--- src/rtl/exu_cmt_pkg.sv ---
// Shared definitions for the commit queue: state encoding, trap cause codes,
// per-entry flag layout and the packed FIFO entry format.
package exu_cmt_pkg;

  // Commit controller states
  typedef enum logic [1:0] {
    ST_RUN   = 2'd0,
    ST_FLUSH = 2'd1,
    ST_HALT  = 2'd2
  } cmt_state_e;

  // Trap cause codes (zero-extended to XLEN when driven out)
  localparam logic [3:0] CAUSE_NONE   = 4'd0;
  localparam logic [3:0] CAUSE_ILEGL  = 4'd2;
  localparam logic [3:0] CAUSE_EBREAK = 4'd3;
  localparam logic [3:0] CAUSE_ECALL  = 4'd11;

  // Per-entry control flags
  typedef struct packed {
    logic bjp;
    logic bjp_prdt;
    logic bjp_rslv;
    logic ebreak;
    logic ecall;
    logic ilegl;
  } cmt_flags_t;

  localparam int unsigned FLAGS_W = $bits(cmt_flags_t);

  // Entry layout, MSB to LSB: {pc[PC_SIZE], imm[XLEN], a0[XLEN], flags[FLAGS_W]}
  function automatic int unsigned cmt_entry_w(input int unsigned pc_w, input int unsigned xlen);
    return pc_w + 2 * xlen + FLAGS_W;
  endfunction

  function automatic logic cmt_has_exc(input cmt_flags_t f);
    return f.ebreak | f.ecall | f.ilegl;
  endfunction

  function automatic logic cmt_mispredict(input cmt_flags_t f);
    return f.bjp & (f.bjp_prdt ^ f.bjp_rslv);
  endfunction

  // Priority: illegal > ecall > ebreak
  function automatic logic [3:0] cmt_trap_cause(input cmt_flags_t f);
    if (f.ilegl)       return CAUSE_ILEGL;
    else if (f.ecall)  return CAUSE_ECALL;
    else if (f.ebreak) return CAUSE_EBREAK;
    else               return CAUSE_NONE;
  endfunction

endpackage

--- src/rtl/exu_cmt_fifo.sv ---
// In-order entry storage for the commit queue. Pointers carry one extra
// wrap bit so full and empty are distinguishable without a counter.
module exu_cmt_fifo
  import exu_cmt_pkg::*;
#(
  parameter int unsigned DEPTH = 4,
  parameter int unsigned WIDTH = 8
) (
  input  logic             clk,
  input  logic             rst,
  input  logic             push_i,
  input  logic             pop_i,
  input  logic             clear_i,
  input  logic [WIDTH-1:0] din_i,
  output logic [WIDTH-1:0] dout_o,
  output logic             full_o,
  output logic             empty_o
);

  localparam int unsigned AW = $clog2(DEPTH);

  logic [AW:0]      wr_q, wr_d;
  logic [AW:0]      rd_q, rd_d;
  logic [WIDTH-1:0] mem_q [DEPTH];
  logic             do_push;
  logic             do_pop;

  assign full_o  = (wr_q[AW] != rd_q[AW]) && (wr_q[AW-1:0] == rd_q[AW-1:0]);
  assign empty_o = (wr_q == rd_q);
  assign dout_o  = mem_q[rd_q[AW-1:0]];

  assign do_push = push_i & ~full_o & ~clear_i;
  assign do_pop  = pop_i & ~empty_o & ~clear_i;

  // Next pointer values; clear wins over push/pop
  always_comb begin
    wr_d = wr_q;
    rd_d = rd_q;
    if (clear_i) begin
      wr_d = '0;
      rd_d = '0;
    end else begin
      if (do_push) wr_d = wr_q + (AW+1)'(1);
      if (do_pop)  rd_d = rd_q + (AW+1)'(1);
    end
  end

  // Pointer registers
  always_ff @(posedge clk or negedge rst) begin
    if (!rst) begin
      wr_q <= '0;
      rd_q <= '0;
    end else begin
      wr_q <= wr_d;
      rd_q <= rd_d;
    end
  end

  // Entry storage; contents are qualified by the pointers so need no reset
  always_ff @(posedge clk) begin
    if (do_push) mem_q[wr_q[AW-1:0]] <= din_i;
  end

endmodule

--- src/rtl/exu_commit_q.sv ---
// Commit queue: buffers ALU results in program order, retires them through a
// valid/ready handshake, redirects on branch mispredict and halts on traps.
module exu_commit_q
  import exu_cmt_pkg::*;
#(
  parameter int unsigned DEPTH   = 4,
  parameter int unsigned XLEN    = 32,
  parameter int unsigned PC_SIZE = 32,
  parameter int unsigned CNT_W   = 32
) (
  input  logic               clk,
  input  logic               rst,
  input  logic               alu_cmt_i_valid,
  output logic               alu_cmt_i_ready,
  input  logic [PC_SIZE-1:0] alu_cmt_i_pc,
  input  logic [XLEN-1:0]    alu_cmt_i_imm,
  input  logic               alu_cmt_i_bjp,
  input  logic               alu_cmt_i_bjp_prdt,
  input  logic               alu_cmt_i_bjp_rslv,
  input  logic               alu_cmt_i_ebreak,
  input  logic               alu_cmt_i_ecall,
  input  logic               alu_cmt_i_ilegl,
  input  logic [XLEN-1:0]    alu_cmt_i_a0,
  output logic               cmt_o_valid,
  input  logic               cmt_o_ready,
  output logic [PC_SIZE-1:0] cmt_o_pc,
  output logic               flush_o_valid,
  output logic [PC_SIZE-1:0] flush_o_pc,
  output logic               commit_trap,
  output logic [XLEN-1:0]    cmt_cause,
  output logic [XLEN-1:0]    endcode,
  output logic [CNT_W-1:0]   cmt_count
);

  localparam int unsigned ENT_W = cmt_entry_w(PC_SIZE, XLEN);

  cmt_state_e         state_q;
  logic               flush_v_q;
  logic [PC_SIZE-1:0] flush_pc_q;
  logic               trap_q;
  logic [XLEN-1:0]    cause_q;
  logic [XLEN-1:0]    endcode_q;
  logic [CNT_W-1:0]   count_q;

  cmt_flags_t         enq_flags;
  cmt_flags_t         head_flags;
  logic [ENT_W-1:0]   enq_ent;
  logic [ENT_W-1:0]   head_ent;
  logic [PC_SIZE-1:0] head_pc;
  logic [XLEN-1:0]    head_imm;
  logic [XLEN-1:0]    head_a0;
  logic [3:0]         head_cause;
  logic [PC_SIZE-1:0] tgt_taken;
  logic [PC_SIZE-1:0] tgt_seq;

  logic fifo_full, fifo_empty;
  logic run, retire, trap_go, flush_go;
  logic push, pop, clear;

  assign enq_flags = '{
    bjp:      alu_cmt_i_bjp,
    bjp_prdt: alu_cmt_i_bjp_prdt,
    bjp_rslv: alu_cmt_i_bjp_rslv,
    ebreak:   alu_cmt_i_ebreak,
    ecall:    alu_cmt_i_ecall,
    ilegl:    alu_cmt_i_ilegl
  };
  assign enq_ent = {alu_cmt_i_pc, alu_cmt_i_imm, alu_cmt_i_a0, enq_flags};
  assign {head_pc, head_imm, head_a0, head_flags} = head_ent;

  exu_cmt_fifo #(
    .DEPTH (DEPTH),
    .WIDTH (ENT_W)
  ) u_fifo (
    .clk     (clk),
    .rst     (rst),
    .push_i  (push),
    .pop_i   (pop),
    .clear_i (clear),
    .din_i   (enq_ent),
    .dout_o  (head_ent),
    .full_o  (fifo_full),
    .empty_o (fifo_empty)
  );

  // Handshake and retire decode; a trap overrides a mispredict on the same head,
  // and either one discards everything younger including a same-cycle enqueue
  always_comb begin
    run             = (state_q == ST_RUN);
    alu_cmt_i_ready = ~fifo_full & run;
    cmt_o_valid     = ~fifo_empty & run;
    retire          = cmt_o_valid & cmt_o_ready;
    trap_go         = retire & cmt_has_exc(head_flags);
    flush_go        = retire & cmt_mispredict(head_flags) & ~cmt_has_exc(head_flags);
    clear           = trap_go | flush_go;
    push            = alu_cmt_i_valid & alu_cmt_i_ready & ~clear;
    pop             = retire & ~clear;
  end

  assign cmt_o_pc   = head_pc;
  assign head_cause = cmt_trap_cause(head_flags);
  // Offset is sign-extended (or truncated) to PC width before the add
  assign tgt_taken  = head_pc + PC_SIZE'(signed'(head_imm));
  assign tgt_seq    = head_pc + PC_SIZE'(4);

  // Controller state plus all registered status outputs
  always_ff @(posedge clk or negedge rst) begin
    if (!rst) begin
      state_q    <= ST_RUN;
      flush_v_q  <= 1'b0;
      flush_pc_q <= '0;
      trap_q     <= 1'b0;
      cause_q    <= '0;
      endcode_q  <= '0;
      count_q    <= '0;
    end else begin
      flush_v_q <= 1'b0;
      if (retire) count_q <= count_q + CNT_W'(1);
      case (state_q)
        ST_RUN: begin
          if (trap_go) begin
            trap_q    <= 1'b1;
            cause_q   <= XLEN'(head_cause);
            endcode_q <= (head_cause == CAUSE_EBREAK) ? head_a0 : '0;
            state_q   <= ST_HALT;
          end else if (flush_go) begin
            flush_v_q  <= 1'b1;
            flush_pc_q <= head_flags.bjp_rslv ? tgt_taken : tgt_seq;
            state_q    <= ST_FLUSH;
          end
        end
        ST_FLUSH: state_q <= ST_RUN;
        ST_HALT:  state_q <= ST_HALT;
        default:  state_q <= ST_RUN;
      endcase
    end
  end

  assign flush_o_valid = flush_v_q;
  assign flush_o_pc    = flush_pc_q;
  assign commit_trap   = trap_q;
  assign cmt_cause     = cause_q;
  assign endcode       = endcode_q;
  assign cmt_count     = count_q;

endmodule

--- config.mk ---
export PLATFORM = sky130hd
export DESIGN_NAME = exu_commit_q
export DESIGN_NICKNAME = d
export VERILOG_FILES = /design/src/rtl/exu_cmt_pkg.sv /design/src/rtl/exu_cmt_fifo.sv /design/src/rtl/exu_commit_q.sv
export SDC_FILE = /design/constraint.sdc
export NUM_CORES = 1
export LEC_CHECK = 0
export ABC_AREA = 1
export BUFFER_PORTS_ARGS = -buffer_cell sky130_fd_sc_hd__buf_2
export CAP_MARGIN = 20
export CORE_AREA = 4 4 236 238
export CTS_BUF_LIST = sky130_fd_sc_hd__clkbuf_8
export DETAILED_ROUTE_END_ITERATION = 16
export DIE_AREA = 0 0 240 242
export HOLD_SLACK_MARGIN = 0.03
export SLEW_MARGIN = 25
export SYNTH_ARGS = -nofsm -noshare
export SYNTH_HDL_FRONTEND = slang
export SYNTH_SLANG_ARGS = --single-unit
--- constraint.sdc ---
create_clock -name clk -period 8.85 [get_ports clk]
set_input_delay 1.77 -clock clk [delete_from_list [all_inputs] [get_ports clk]]
set_output_delay 1.77 -clock clk [all_outputs]
set_load 0.01 [all_outputs]
==> summary.md <==
| Metric | Value |
|---|---|
| Port-buffer cells | `240` |
| Final-report max-slew violation count | `0` |
| Largest net degree at the start of global routing | `104` |
| PostCTS Resize Cnt | `0` |
| Slew HR | `38.1%` |
| Setup crit start kind | `flip-flop` |
| Total grt overflow | `0` |
| Die Y | `242 um` |
| Max FO, Critical Path | `90` |
| CTS max path bufs | `3` |
| TritonCTS clock tree | `built` |
| Hold Fails Final Rpt | `0` |
| Share of layout cells above drive strength 1 | `15.8%` |
| Critical Path RT | `7.08 ns` |
| Most numerous cell in the Yosys netlist | `nand2_1` |
| FFs w/ async S/R, synth | `21.1%` |
| Clk_lat worst skew | `0.68 ns` |
| Outcome | `finished clean` |
| EDFF count, synth | `408` |
| # H-tree levels | `3` |
| Fin crit share | `64.3%` |
| Post-CTS setup buffers | `0` |
| Final setup violation count | `0` |
| Top post-synthesis cells by area | `edfxtp_1 51%, nand2_1 11%, dfrtp_1 11%` |
| Synth area leader | `edfxtp_1` |
| Slew @ Worst Pin | `0.928 ns` |
| Cts hold-fix bufs | `0` |
| Core area | `53600 um2` |
| Post-DP HPWL | `45100 um` |
| Total negative setup slack | `0 ns` |
| Top FF cell, synth | `edfxtp_1` |
| Kind of cell adding the most delay to the critical path | `buffers and inverters` |
| Post-route ant nets | `0` |
| RePlAce Congestion | `0.945` |
| Critical Path AT | `3.92 ns` |
| # clock sinks | `517` |
| Fmax | `176 MHz` |
| WP buf/inv | `4` |
| Worst setup margin | `3.16 ns` |
| CP peak stage delay | `0.67 ns` |
| Synthesized area | `24000 um2` |
| Residual DRC | `0` |
| Initial DRC Count | `1735` |
| Layout Nets | `2790` |
| Tot Pwr | `9750 uW` |
| Max stage delay cell, worst path | `dfrtp_4` |
| Pre-CTS WS | `3.58 ns` |
| Critical path cell sequence | `inv_6, buf_4, buf_16, o21ai_0, o22ai_1, buf_2` |
| CTS Buf Count | `87` |
| Top cell type's share of synthesized area | `51.0%` |
| Yosys warns | `0` |
| Seq/Total Area, Yosys | `62.4%` |
| Die Span X | `240 um` |
| Clock Pin Slew Worst Setup and Hold Paths | `0.06 ns` |
| Final WL | `66500 um` |
| Utilization after layout | `51.1%` |
| Vias in the first global route | `17000` |
| Global-route wire length before repair | `101000 um` |
| CTS root buf | `clkbuf_8` |
| Drt via density | `5.22` |
| Critical path class | `reg -> out` |
| GRT Total Usage | `22.4%` |
| Leak | `0.0117 uW` |
| Crit end category | `primary output` |
| Synth Instances | `2393` |
| Synthesized area per cell | `10.0 um2` |
| Synth cell types | `40` |
| Initial antenna violation count | `21` |
| Synth top cells by count | `732 x nand2_1, 408 x edfxtp_1, 198 x nor2_1` |
| IR drop worst, VDD | `0.152 mV` |
| Initial Utilization | `44.8%` |
| Fillers | `4971` |
| Via count | `17800` |
| 1st-pass router iterations | `5` |
| WL/cell | `19.5 um` |
| FP Rows | `85` |
| Syn-to-layout area delta | `14.0%` |
| Total power per unit cell area | `356 nW/um2` |
| Num ports | `270` |
| Die area | `58100 um2` |
| Cell count after placement | `3252` |
| Setup Skew | `0.0307 ns` |
| Fin cells | `3415` |
| Worst hold path type | `reg -> reg` |
| Final worst path period need | `5.69 ns` |
| Register bit total from synthesis | `517` |
| RSZ-0062 raised after global routing | `false` |
| Max-Cap Viols | `0` |
-- path summary, 6_finish.rpt --
kind,from,to,slack [ns],depth (start not counted)
setup / recovery,u_fifo.rd_q[0],cmt_o_pc[1],3.16,6
hold / removal,state_q[0],state_q[1],0.47,1
setup reg to reg,u_fifo.rd_q[0],u_fifo.mem_q[0][91],3.50,15
hold reg to reg,state_q[0],state_q[1],0.47,1
max in group asynchronous,rst,u_fifo.rd_q[0],6.27,2
min in group asynchronous,rst,cmt_count[16],1.14,1
-- per-layer routing --
metal	global-route usage [%]	wire length (um)	vias up	share of wire [%]
li1	-	-	8567	-
met1	31.9	29700	8486	45
met2	33.7	29300	620	44
met3	6.06	5300	142	8.0
met4	6.94	2020	20	3.0
met5	0	143	-	0.22
-- sequential cells by signal, indices dropped and copies added (netlist names) --
name and flops:
state_q 2, cmt_count 32, cmt_cause 3, commit_trap 1
flush_o_pc 32, flush_o_valid 1, u_fifo.wr_q 3, u_fifo.rd_q 3
u_fifo.mem_q 408, endcode 32
-- layout by cell type (no fill, tap or decap), types with 11 or more instances in the layout --
cell type	synthesis	final
o22ai_1	34	34
buf_2	28	239
clkinv_1	0	13
inv_1	196	228
nand3_1	135	135
nor3_1	20	20
dfrtp_1	109	107
nand2_1	732	732
edfxtp_1	408	408
o31ai_1	35	35
a21oi_1	76	76
o21ai_0	97	97
a32o_1	32	32
clkbuf_8	0	97
ha_1	38	38
nor2_1	198	194
nor2_2	15	15
conb_1	1	29
nand4_1	13	13
xnor2_1	11	11
xor2_1	33	33
buf_4	38	13
nand2_2	16	16
-- cell type report --
type,count,area (um2),area share [%]
timing repair buffer,257,1380,5.06
inverter,206,781,2.85
tap,696,871,3.18
clock buffer,97,1340,4.88
multi-input combinational,1576,7660,28.0
clock inverter,59,334,1.22
sequential,517,15000,54.8
antenna,7,17.5,0.0640
-- cell families after synthesis --
logic type / synth area share, %
XOR/XNOR: 1.61
AO/OA/AOI/OAI: 7.64
other: 0.0156
adder cells (fa/ha/maj): 2.06
buffers and inverters: 6.27
flip-flops: 62.4
AND/OR/NAND/NOR: 20.0
-- report_power, final --
part	internal, uW	switching (uW)	leakage, uW
clock	1070	963	0.000979
combinational	1410	3330	0.00567
sequential	2830	157	0.00509
total	5310	4450	0.0117
-- through the flow --
step / hold slack, ns / cell area, um2
4_1_cts: 0.475 / 27300
3_5_place_dp: 0.459 / 25700
3_3_place_gp: 0.416 / 25600
5_1_grt: 0.493 / 27400
2_1_floorplan: 0.404 / 24100
6_report: 0.468 / 27400
No activity file was read; power rests on OpenSTA's default activity.
